**src/rtl/fetch_line_buffer.sv**
```systemverilog
// Single-line instruction fetch buffer: serves 32-bit words from one cached L1-I line
// and issues a line-aligned refill request whenever the fetch PC leaves that line.
module fetch_line_buffer #(
  parameter int ADDR_WIDTH = 64,
  parameter int LINE_BITS  = 512
) (
  input  logic                  clk,
  input  logic                  reset,
  input  logic [ADDR_WIDTH-1:0] entry,
  input  logic                  redirect_valid,
  input  logic [ADDR_WIDTH-1:0] redirect_pc,
  input  logic                  flush,
  output logic                  out_valid,
  input  logic                  out_ready,
  output logic [31:0]           out_instr,
  output logic [ADDR_WIDTH-1:0] out_pc,
  output logic [ADDR_WIDTH-1:0] S_R_ADDR,
  output logic                  S_R_ADDR_VALID,
  input  logic [LINE_BITS-1:0]  S_R_DATA,
  input  logic                  S_R_DATA_VALID
);

  localparam int OFFSET_BITS = 6;
  localparam int TAG_BITS    = ADDR_WIDTH - OFFSET_BITS;

  typedef enum logic {SERVE, MISS} state_t;

  state_t                state;
  logic [ADDR_WIDTH-1:0] fetch_pc;
  logic [ADDR_WIDTH-1:0] req_addr;
  logic [LINE_BITS-1:0]  line;
  logic [TAG_BITS-1:0]   line_tag;
  logic                  line_valid;
  logic                  discard;
  logic                  hit;
  logic [3:0]            word_idx;

  assign hit      = line_valid && (line_tag == fetch_pc[ADDR_WIDTH-1:OFFSET_BITS]);
  assign word_idx = fetch_pc[5:2];

  // Outputs are forced to their reset values combinationally so they are clean
  // even in the cycle reset first rises.
  assign out_valid      = !reset && (state == SERVE) && hit && !redirect_valid && !flush;
  assign out_instr      = line[{word_idx, 5'b00000} +: 32];
  assign out_pc         = reset ? entry : fetch_pc;
  assign S_R_ADDR_VALID = !reset && (state == MISS);
  assign S_R_ADDR       = reset ? '0 : req_addr;

  always_ff @(posedge clk) begin
    if (reset) begin
      fetch_pc   <= entry;
      line_valid <= 1'b0;
      discard    <= 1'b0;
      state      <= SERVE;
      req_addr   <= '0;
    end else begin
      if (redirect_valid)
        fetch_pc <= redirect_pc & ~(ADDR_WIDTH'(3));
      else if (out_valid && out_ready)
        fetch_pc <= fetch_pc + ADDR_WIDTH'(4);

      case (state)
        SERVE: begin
          if (!hit && !redirect_valid && !flush) begin
            state    <= MISS;
            req_addr <= {fetch_pc[ADDR_WIDTH-1:OFFSET_BITS], {OFFSET_BITS{1'b0}}};
          end
        end
        MISS: begin
          // A redirect never cancels the request; the line is installed under
          // its own tag and the new PC simply misses or hits against it.
          if (S_R_DATA_VALID) begin
            line       <= S_R_DATA;
            line_tag   <= req_addr[ADDR_WIDTH-1:OFFSET_BITS];
            line_valid <= !discard;
            discard    <= 1'b0;
            state      <= SERVE;
          end else if (flush) begin
            discard <= 1'b1;
          end
        end
        default: state <= SERVE;
      endcase

      // Flush wins over a same-cycle install so stale data is never served.
      if (flush) line_valid <= 1'b0;
    end
  end

endmodule
```
**config.mk**
```make
export PLATFORM = sky130hd
export DESIGN_NAME = fetch_line_buffer
export DESIGN_NICKNAME = d
export VERILOG_FILES = /design/src/rtl/fetch_line_buffer.sv
export SDC_FILE = /design/constraint.sdc
export NUM_CORES = 1
export LEC_CHECK = 0
export CORE_AREA = 2 2 310 312
export CTS_CLUSTER_SIZE = 40
export DETAILED_ROUTE_END_ITERATION = 8
export DIE_AREA = 0 0 312 314
export DONT_BUFFER_PORTS = 1
export PLACE_DENSITY_LB_ADDON = 0.12
export SLEW_MARGIN = 40
export SYNTH_ARGS = -nofsm -noshare
export SYNTH_HDL_FRONTEND = slang
export SYNTH_SLANG_ARGS = --single-unit
```
**constraint.sdc**
```tcl
create_clock -name clk -period 22.9 [get_ports clk]
set_clock_uncertainty 0.1 [all_clocks]
set_input_delay 4.58 -clock clk [delete_from_list [all_inputs] [get_ports clk]]
set_output_delay 4.58 -clock clk [all_outputs]
set_load 0.05 [all_outputs]
```
==> run summary <==
The run finished with clean final reports. The slowest cell on the critical path was and2_1. Setup repair after global routing left no endpoint under its margin. The transition time of the tightest slew-check pin came out at 0.827 ns. Summed over all failing endpoints, the final setup total negative slack is 0 ns. Die footprint: 98,000 um^2.

The cell area that synthesis handed to floorplanning was 29,200 um^2. Of the available clock period, the critical path in the final layout requires 46.5%. The endpoint arrival time on the critical path is 5.96 ns, and the proportion of synthesized chip area in sequential cells is 69.4%. Global routing used 18.8% of the available tracks across all layers. Clock tree synthesis selected as its root buffer the cell clkbuf_16. Count of flip-flops with a built-in enable after synthesis: 634.

Most used flip-flop cell after synthesis: edfxtp_1. The worst hold path was traced through 0 stages. Of all flip-flops after synthesis, the portion carrying an async set or reset was 0%. Reg-to-reg critical path startpoint: state$_SDFF_PP0_. The tools report the number of global-route vias before repair as 16.8k. The worst path buffer plus inverter count works out to 0. Cell accounting for the most synthesized area: edfxtp_1.

In this run the worst hold path is classified as register to register. TritonCTS built the clock tree. The tools report the cell row count as 113. The ratio of cells with drive above 1 in the final layout is 17.5%.

After clock tree synthesis, the clock-pin slew on the worst setup and hold paths is 0.06 ns. After floorplanning, the core was sized to cover 94,400 um^2. The detailed-routing iteration count for the pre-antenna-repair pass is 5, and the instance count of the mapped netlist is 1,757. The longest individual stage delay on the worst path is 0.61 ns, and the post-route total power is 3.09 mW. Traced cell by cell, the critical path runs through nor4_1, and2_1. The maximum net fanout on the critical path came out at 220.

After synthesis, the cell types taking the most area are edfxtp_1 65%, mux4_2 12%, dfxtp_1 4.2%. At the end of the flow, the number of nets in the layout was 2,413. STA classifies the critical path endpoint as a primary output. The count of final max-slew check failures is 0, and the routed length per placed instance is 30.1 um. The logic depth of the worst setup path including buffers was 2; the quantity of I/O buffers inserted on ports was 0. For the worst flop-to-flop path, the logic depth is 8. Across all hold checks on the routed design, the worst slack comes to 0.316 ns. For the peak supply drop, the log shows 0.0693 mV. The number of max-cap violations was 0.

The leakage power figure is 11.3 nW, and the largest net degree at the start of global routing is 221. The distinct cell type count of the synthesized netlist is 50. The startpoint identified for the worst hold timing path is req_addr[63]$_SDFFE_PP0P_.

The sequential cells in the finished layout cover a total of 20,300 um^2. Setup violations remaining at the end of the flow were counted as 0. The via count normalized by instance count works out to 5.03.

Launching element type of the critical path: an input port. The run gives 8310 um^2 as the area of the multi-input gates. Clock latency on the worst-skew pair, taken at its later pin, is 0.66 ns. The tools report the number of fill cells as 9,106. The die boundary width is 312 um, and the relative max-transition margin is 44.9%. For the final RePlAce weighted congestion, the log shows 0.849. Counting along the longest clock path gives a buffer depth of 3.

Number of failing hold endpoints at the final stage: 0. The global route total overflow was 0; the total power per unit cell area was 92.3 nW/um^2. For the count of H-tree levels built during CTS, the log shows 3.

808 I/O pins were placed. The detail route stage leaves a number of antenna-violating nets equal to 0. Counting flops and latches in the post-synthesis netlist gives 695. In the post-synthesis netlist, the cell with the most instances is edfxtp_1. In this run, post-CTS hold repair placed 0 buffers. The area added between synthesis and finish works out to 14.4%.

The type of the worst setup path is input port to primary output. The run gives 30.9% as the initial cell density of the core. The buffers inserted during post-CTS setup optimization came out at 0. The clock drives 695 sinks. The clock period could shrink to 10.64 ns. On the critical path the largest part of the delay comes from simple AND/OR/NAND/NOR gates.

Detailed routing inserted a total of 15.7k vias. For this run, design rule violations remaining after detail routing come to 0. In this run the mean area of a mapped cell was 16.6 um^2. In the synthesized netlist, the cells that appear most often are 634 x edfxtp_1, 177 x nand2_1, 160 x mux4_2, 119 x nand2b_1, 81 x xnor2_1. For the count of routing violations after the opening detailed-route iteration, the log shows 1,151. The tools report the beginning of the critical path as reset.

The wire length of the first global-routing pass was 130,000 um; the number of warnings printed during yosys synthesis was 0. The HPWL after detailed placement is 69,500 um. The proportion of netlist area held by the largest area contributor is 65.2%, and the number of gates resized after CTS is 0. The tools report the maximum clock frequency as 0.0940 GHz. TritonCTS created 81 clock buffers.

The final wirelength is 93,900 um, and the number of antenna violations at the first check in global routing is 86. At the worst endpoint, the required time is 18.22 ns. The overall die height works out to 314 um.
## sequential cells by signal, indices dropped and copies added, names as in the netlist
| signal | count |
|---|---|
| discard | 1 |
| line | 512 |
| state | 1 |
| line_valid | 1 |
| fetch_pc | 64 |
| line_tag | 58 |
| req_addr | 58 |
## final timing paths
kind / end / slack, ns
min reg2reg: line_tag[57]$_DFFE_PP_ / 0.32
max reg2reg: line[24]$_DFFE_PP_ / 18.03
min: line_tag[57]$_DFFE_PP_ / 0.32
max: out_valid / 12.26
## power breakdown
| group | total (mW) | switching, mW | internal [mW] | leakage (nW) |
|---|---|---|---|---|
| Combinational | 0.335 | 0.229 | 0.106 | 3.73 |
| Sequential | 1.45 | 0.0307 | 1.42 | 6.31 |
| Clock | 1.30 | 0.542 | 0.755 | 1.29 |
## layout by cell type, fill, tap and decap left out, types with 14 or more instances in the layout
cell type,instances
mux2i_1,75
nand2_1,177
clkbuf_16,82
dfxtp_1,61
nor4_1,16
nor2_1,22
edfxtp_1,634
clkinv_2,17
nand2b_1,119
mux4_2,160
o21ai_0,33
clkinv_1,19
nand4_1,27
nand3_1,23
xnor2_1,81
clkbuf_1,14
xor2_1,24
diode_2,27
inv_1,77
o211ai_1,34
## layout make-up
type                            count  area share [%]
Tap cell                         1265            4.73
Clock inverter                     50            1.59
Sequential cell                   695            60.6
Clock buffer                       97            6.34
Multi-Input combinational cell    888            24.9
Inverter                           78           0.880
Antenna cell                       27           0.202
Timing Repair Buffer               22           0.793
## metal layers
layer	track usage (%)	routed length (um)	vias to the layer above
li1	-	-	6794
met1	20.5	34200	7898
met2	33.7	48800	716
met3	7.02	7640	227
met4	5.91	2730	70
met5	0	458	-
## kinds of logic after synthesis
logic type               Yosys count  synth area share (%)
other                              1                0.0128
flip-flops                       695                  69.4
AND/OR/NAND/NOR                  439                  7.78
adder cells (fa/ha/maj)            1                0.0428
AO/OA/AOI/OAI                     98                  2.15
buffers and inverters            179                  2.45
XOR/XNOR                         105                  3.15
multiplexers                     239                  15.1
## stage by stage
stage          worst slack [ns]  cells  util (%)  cell area (um^2)
2_1_floorplan              3.66   1762         -             29200
3_3_place_gp              12.55   2944      32.4             30600
3_5_place_dp              12.50   2947      32.5             30700
4_1_cts                   12.49   3094      35.3             33300
5_1_grt                   12.42   3113      35.4             33400
6_report                  12.26   3122      35.4             33400
No activity file was read; power rests on OpenSTA's default activity.
